--- config.mk ---
export PLATFORM = sky130hd
export DESIGN_NAME = led_shift_rx
export DESIGN_NICKNAME = d
export VERILOG_FILES = /design/src/rtl/led_shift_rx.sv
export SDC_FILE = /design/constraint.sdc
export NUM_CORES = 1
export LEC_CHECK = 0
export CAP_MARGIN = 0
export CORE_MARGIN = 5
export CORE_UTILIZATION = 53
export CTS_BUF_LIST = sky130_fd_sc_hd__clkbuf_8
export CTS_CLUSTER_SIZE = 25
export DETAILED_ROUTE_END_ITERATION = 8
export PLACE_DENSITY = 0.77
export SYNTH_ARGS = -nofsm -noshare
export SYNTH_HDL_FRONTEND = slang
export SYNTH_SLANG_ARGS = --single-unit
--- constraint.sdc ---
create_clock -name clk -period 4.6 [get_ports clk]
set_input_delay 1.38 -clock clk [delete_from_list [all_inputs] [get_ports clk]]
set_output_delay 1.38 -clock clk [all_outputs]
set_load 0.01 [all_outputs]
--- src/rtl/led_shift_rx.sv ---
// led_shift_rx: receiver for the led_do/led_clk/led_clr/led_pen serial LED chain.
// Oversamples the pins in the clk domain, rebuilds each WIDTH-bit frame (MSB first)
// and presents it in parallel with a one-cycle valid strobe. Partial frames that
// stall are dropped after TIMEOUT cycles and flagged with frame_err.
//
// Output semantics: word_valid and frame_err are single-cycle strobes with no
// back-pressure (no ready). led_word changes only on the cycle word_valid is
// high and is stable otherwise. The two strobes are never high together.
module led_shift_rx #(
  parameter int WIDTH       = 16,
  parameter bit INVERT      = 1'b1,
  parameter int SYNC_STAGES = 2,
  parameter int TIMEOUT     = 1024,
  parameter int TO_W        = 11
) (
  input  logic                       clk,
  input  logic                       reset,
  input  logic                       led_do,
  input  logic                       led_clk,
  input  logic                       led_clr,
  input  logic                       led_pen,
  output logic [WIDTH-1:0]           led_word,
  output logic                       word_valid,
  output logic                       frame_err,
  output logic                       busy,
  output logic                       dbg_state,
  output logic [$clog2(WIDTH)-1:0]   dbg_cnt
);

  localparam int CNT_W = $clog2(WIDTH);

  typedef enum logic {
    IDLE = 1'b0,
    RECV = 1'b1
  } state_t;

  // Synchroniser chains; index SYNC_STAGES-1 is the synchronised pin value.
  logic [SYNC_STAGES-1:0] do_sync;
  logic [SYNC_STAGES-1:0] clk_sync;
  logic [SYNC_STAGES-1:0] clr_sync;
  logic [SYNC_STAGES-1:0] pen_sync;

  logic do_s;
  logic clk_s;
  logic clr_s;
  logic pen_s;

  // One-cycle delayed copies: clk_s_d for edge detection, do_s_d for
  // setup-side sampling of the data pin.
  logic clk_s_d;
  logic do_s_d;

  logic rise;
  logic take;
  logic bit_in;

  state_t            state_q, state_d;
  logic [CNT_W-1:0]  cnt_q, cnt_d;
  logic [TO_W-1:0]   to_q, to_d;
  logic [WIDTH-1:0]  sr_q, sr_d;
  logic [WIDTH-1:0]  word_q, word_d;
  logic              valid_q, valid_d;
  logic              err_q, err_d;

  assign do_s  = do_sync[SYNC_STAGES-1];
  assign clk_s = clk_sync[SYNC_STAGES-1];
  assign clr_s = clr_sync[SYNC_STAGES-1];
  assign pen_s = pen_sync[SYNC_STAGES-1];

  // Rising edge of the synchronised shift clock; output-enable low masks it.
  assign rise   = clk_s & ~clk_s_d;
  assign take   = rise & pen_s;
  // Data from the cycle before the edge, so a transmitter that updates led_do
  // on the same edge as led_clk still delivers the intended bit.
  assign bit_in = do_s_d ^ INVERT;

  // Pin synchronisers and the delayed copies used for edge and data sampling.
  always_ff @(posedge clk or negedge reset) begin
    if (!reset) begin
      do_sync  <= '0;
      clk_sync <= '0;
      clr_sync <= '0;
      pen_sync <= '0;
      clk_s_d  <= 1'b0;
      do_s_d   <= 1'b0;
    end else begin
      do_sync  <= {do_sync[SYNC_STAGES-2:0], led_do};
      clk_sync <= {clk_sync[SYNC_STAGES-2:0], led_clk};
      clr_sync <= {clr_sync[SYNC_STAGES-2:0], led_clr};
      pen_sync <= {pen_sync[SYNC_STAGES-2:0], led_pen};
      clk_s_d  <= clk_s;
      do_s_d   <= do_s;
    end
  end

  // Frame state register, shift register, counters and registered outputs.
  always_ff @(posedge clk or negedge reset) begin
    if (!reset) begin
      state_q <= IDLE;
      cnt_q   <= '0;
      to_q    <= '0;
      sr_q    <= '0;
      word_q  <= '0;
      valid_q <= 1'b0;
      err_q   <= 1'b0;
    end else begin
      state_q <= state_d;
      cnt_q   <= cnt_d;
      to_q    <= to_d;
      sr_q    <= sr_d;
      word_q  <= word_d;
      valid_q <= valid_d;
      err_q   <= err_d;
    end
  end

  // Next-state logic. Priority: chain clear, then an accepted bit, then timeout.
  always_comb begin
    state_d = state_q;
    cnt_d   = cnt_q;
    to_d    = to_q;
    sr_d    = sr_q;
    word_d  = word_q;
    valid_d = 1'b0;
    err_d   = 1'b0;

    if (!clr_s) begin
      // Chain clear wipes the partial frame but keeps the last good word.
      state_d = IDLE;
      cnt_d   = '0;
      to_d    = '0;
      sr_d    = '0;
    end else if (take) begin
      sr_d = {sr_q[WIDTH-2:0], bit_in};
      to_d = '0;
      case (state_q)
        IDLE: begin
          cnt_d   = CNT_W'(1);
          state_d = RECV;
        end
        RECV: begin
          if (cnt_q == CNT_W'(WIDTH - 1)) begin
            // Final bit: publish the frame; the next bit starts a new one.
            word_d  = {sr_q[WIDTH-2:0], bit_in};
            valid_d = 1'b1;
            cnt_d   = '0;
            state_d = IDLE;
          end else begin
            cnt_d = cnt_q + CNT_W'(1);
          end
        end
        default: begin
          cnt_d   = '0;
          state_d = IDLE;
        end
      endcase
    end else if (state_q == RECV) begin
      if (to_q == TO_W'(TIMEOUT - 1)) begin
        // Stalled mid-frame: drop the partial frame.
        err_d   = 1'b1;
        sr_d    = '0;
        cnt_d   = '0;
        to_d    = '0;
        state_d = IDLE;
      end else begin
        to_d = to_q + TO_W'(1);
      end
    end else begin
      to_d = '0;
    end
  end

  assign led_word   = word_q;
  assign word_valid = valid_q;
  assign frame_err  = err_q;
  assign busy       = (state_q == RECV);
  assign dbg_state  = state_q;
  assign dbg_cnt    = cnt_q;

endmodule

# == Word-level counts from Yosys, hierarchy flattened ==
# Cells that the tools add are included.
# op_classes
n_addsub,2
multipliers,0
div_mod_pow,0
n_lt_le_gt_ge,0
eq_ne,4
shifts,0
muxes,28
bitwise,5
n_reduce_logical,2
# ops
op,n
15-bit two-way mux,4
11-bit two-way mux,4
4-bit two-way mux,5
1-bit two-way mux,13
11-bit by 1-bit adder with 11-bit output (second input constant),1
11-bit by 10-bit == test with 1-bit output (second input constant),1
4-bit case mux with 2 select lines,1
3-bit by 1-bit != test with 1-bit output (second input constant),2
4-bit by 1-bit adder with 4-bit output (second input constant),1
4-bit == test (second input constant),1
4-bit AND reduction,1
1-bit NOT,3
1-bit AND,2
1-bit case mux with 2 select lines,1
2-bit AND reduction,1
# totals
ff_bits,59
latchBits,0
ram_bits,0
romBits,0
in_bits,6
mem_count,0

# == Logic depth before layout (Yosys ltp) ==
# logic_depth
depth_word,5
ltp_mapped,7

# == Least setup slack after synthesis ==
# No wires, ideal clock.
# synth_path
kind,reg-to-output
from,"reg state_q, in the netlist busy"
to,out dbg_state
arrival_time_ps,625
required_time_ps,3220
setup_slack_ps,2595
path_stages_with_launch,2
n_path_buf,1
cell_sequence,dfrtp_1 -> buf_4
# synth_rtl
element,line_no,source
from (decl),57,"state_t state_q, state_d;"
from (signal assigned),107,state_q <= state_d;
to (decl),26,"output logic dbg_state,"
# No word-level cell between the ends.

# == Final worst setup path ==
# layout_path
from,"reg state_q, in the netlist busy"
to,out busy
# layout_rtl
element,line_no,source
to (decl),25,"output logic busy,"
# No word-level cell between the ends.

==> impl_metrics.csv <==
group,metric,value,unit
outcome,run_status,"finished clean",
cells_and_area,final_layout_size_suffix_gt1_share,17.4,%
clock_network,cts_root_buffer,"clkbuf_8",
worst_setup_path,cp_data_arrival_time,1400,ps
worst_setup_path,path_class,"flip-flop to output port",
sta,finClkSkew,3.98,ps
cells_and_area,post-route-cell-area,2730,um^2
floorplanning,die_area,5550,um^2
sta,setup-tns-final,0,ps
route,total_wire_length,4020,um
yosys,distinct_cell_type_count_after_synthesis,30,
floorplanning,floorplan.rows,23,
yosys,synth_area_per_cell,14.0,um^2
route,via_count,1388,
sta,layout_setup_ws,1820,ps
floorplanning,fp.coreArea,4030,um^2
sta,finalSetupViolations,0,
global_routing,grt_remaining_overflow,0,
clock_network,clkTransAtPathRegs,60,ps
yosys,commonest_cells_in_the_synthesized_netlist,"dfrtp_1 (59), a22o_1 (16), mux2_2 (16)",
place,dpl-instance-area,2530,um^2
clock_network,clock_sink_count,59,
clock_network,cts_tree,"done",
global_routing,grt_util_all_layers,17.3,%
worst_setup_path,setup.worst_path.start,"busy$_DFF_PN0_",
sta,timing.fmax,360,MHz
sta,worst_pin_slew,730,ps
sta,final_hold_slack,351,ps
worst_setup_path,timing.critical_path.buf_inv,1,
yosys,synth-async-reset-ratio,100,%
place,globalplace.congestion,0.717,
worst_hold_path,min-delay-path-class,"flip-flop to flip-flop",
worst_setup_path,critical_path_peak_fanout,9,
cells_and_area,num_antenna_cells,0,
place,placement.setup.worst_slack,2170,ps
route,m1WireLength,1800,um
yosys,ys_ff_latch,59,
worst_setup_path,cp_data_required_time,3220,ps
global_routing,antenna_found_initial,0,
sta,timing.max_slew.rel_slack,51.3,%
yosys,mappedNetlistNets,166,
yosys,synth_edf_count,0,
yosys,netlist_instances,158,
clock_network,cts_htree_levels,3,
worst_setup_path,crit_end,"busy",
route,wl_met2,1970,um
route,post_drt_antenna_nets,0,
clock_network,total_of_cells_resized_after_clock_tree_synthesis,0,
yosys,post_synthesis_instance_area,2210,um^2
floorplanning,design.portCount,30,
place,io_buffer_count,29,
yosys,netlist.top_cell.by_area,"dfrtp_1",
worst_setup_path,timing.critical_path.slowest_cell_delay,600,ps
worst_setup_path,cp_slowest_cell,"clkdlybuf4s50_1",
floorplanning,die_width,74.5,um
clock_network,number_of_buffers_created_by_cts,9,
route,number_of_optimization_iterations_in_the_first_detailed_route_pass,4,
floorplanning,floorplan.initialDensity,54.8,%
route,met3RoutedLength,179,um
worst_setup_path,rrSetupSlack,2320,ps
route,top_signal_layer_used,"met4",
sta,rsz_0062_raised_after_global_routing,"no",
worst_setup_path,path_delay_family,"buffers and inverters",
worst_setup_path,worstSetupStartpointType,"flip-flop",
clock_network,worst_skew_pair.late_latency,330,ps
global_routing,first_global_vias,1512,
cells_and_area,layout.filler_cells,307,
floorplanning,fp.dieH,74.5,um
clock_network,clockBufferDepth,2,
place,numPlacedInstances,234,
worst_setup_path,timing.rr.end,"dbg_cnt[0]$_DFFE_PN0P_",
job,total_of_max_cap_violations,0,
global_routing,first_pass_grt_wire_length,7000,um
place,dp_hpwl,2650,um
worst_setup_path,r2r-start,"to_q[0]$_DFF_PN0_",
yosys,synth_top_cell_area_share,66.9,%
pwr,power.ir.vdd_worst,231,uV
sta,period_needed,2780,ps
cells_and_area,final_cells,251,
worst_setup_path,worstSetupPathDepth,1,
cells_and_area,area.growth.synth_to_final,23.5,%
clock_network,setup_buffers_after_cts,0,
worst_setup_path,sequence_of_cells_on_the_critical_path,"clkdlybuf4s50_1",
global_routing,grt_max_degree,31,
route,vias_per_cell,5.53,
sta,hold_violations,0,
sta,timing.final.crit_share,60.4,%
yosys,yosys-top-cells-area,"dfrtp_1 (67%), mux2_2 (8.2%), a22o_1 (6.3%), xnor2_1 (2.8%), nor2_1 (2.0%)",
sta,slew_violations,0,
yosys,post-synth-top-count-cell,"dfrtp_1",
worst_setup_path,cp-end-kind,"output port",
yosys,synth-seq-area-share,66.9,%
yosys,count_of_warnings_emitted_by_yosys,0,
cells_and_area,num-nets-final,204,
pwr,power_density,364,nW/um^2
clock_network,cts.hold.buffers_added,0,
worst_setup_path,worst-r2r-cell-count,5,
yosys,synthFlopType,"dfrtp_1",
route,drc,0,
route,drt_first_iter_violations,95,
route,drt-wirelength-per-cell,16.0,um
pwr,total_leakage_power,1.27,nW
[power breakdown]
| group | internal [W] | total (W) | switching (W) |
|---|---|---|---|
| combinational | 0.00000885 | 0.0000273 | 0.0000185 |
| sequential | 0.000525 | 0.000529 | 0.00000430 |
| clock | 0.000256 | 0.000437 | 0.000181 |
| total | 0.000790 | 0.000994 | 0.000204 |
[how the worst min path moves through the flow]
stage,start,to,cells after the start
4_1_cts,clr_sync[0]$_DFF_PN0_,clr_sync[1]$_DFF_PN0_,0
3_3_place_gp,clk_sync[0]$_DFF_PN0_,clk_sync[1]$_DFF_PN0_,0
6_report,clr_sync[0]$_DFF_PN0_,clr_sync[1]$_DFF_PN0_,0
2_1_floorplan,clk_sync[0]$_DFF_PN0_,clk_sync[1]$_DFF_PN0_,0
5_1_grt,clr_sync[0]$_DFF_PN0_,clr_sync[1]$_DFF_PN0_,0
3_5_place_dp,clr_sync[0]$_DFF_PN0_,clr_sync[1]$_DFF_PN0_,0
[state kept, by name, summed over array words and instances, names as in the netlist, 2 cells and up]
signal / cells
clk_sync: 2
clr_sync: 2
dbg_cnt: 4
do_sync: 2
led_word: 16
pen_sync: 2
sr_q: 15
to_q: 11
[per-stage QoR]
| stage | power [W] | utilization, % |
|---|---|---|
| global placement | 0.000565 | 62.8 |
| global route | 0.00104 | 67.7 |
| finish | 0.000994 | 67.7 |
| CTS | 0.00101 | 67.5 |
| detailed placement | 0.000567 | 62.8 |
| floorplan | 0.000549 | - |
[placed cells by master, fill, tap and decap left out, types with 2 or more instances in the layout]
cell type | netlist | final
o2bb2ai_1 | 2 | 2
a22o_1 | 16 | 16
and3_1 | 3 | 3
buf_4 | 1 | 3
nor2_1 | 12 | 12
o21ai_0 | 2 | 2
nand3_1 | 3 | 3
ha_1 | 2 | 2
xnor2_1 | 7 | 7
clkbuf_8 | 0 | 10
nand2_1 | 7 | 7
nor3_1 | 3 | 3
clkdlybuf4s50_1 | 0 | 28
a21oi_1 | 2 | 2
dfrtp_1 | 59 | 59
mux2_2 | 16 | 16
inv_1 | 7 | 11
[cell families (layout without fill, tap and decap cells)]
group	count (synthesis)	in the layout	share of synthesized area (%)
mux	16	16	8.16
simple gates	34	34	7.77
flops	59	59	66.9
compound gates	27	27	9.92
fa+ha+maj	2	2	1.13
xor+xnor	8	8	3.17
buf+inv	12	55	2.95
[area by class of cell]
cell class | count | area (um^2) | area share [%]
sequential | 59 | 1480 | 54.2
multi-input combinational | 87 | 666 | 24.4
timing repair buffer | 32 | 308 | 11.3
clock buffer | 10 | 138 | 5.05
tap | 50 | 62.6 | 2.29
clock inverter | 6 | 50.0 | 1.84
inverter | 7 | 26.3 | 0.964
[routing by layer]
layer | vias to the layer above | GRT usage [%]
met5 | - | 0
met4 | 0 | 7.51
met3 | 7 | 6.76
met2 | 29 | 26.9
met1 | 711 | 21.5
li1 | 641 | -
No activity file was read; power rests on OpenSTA's default activity.
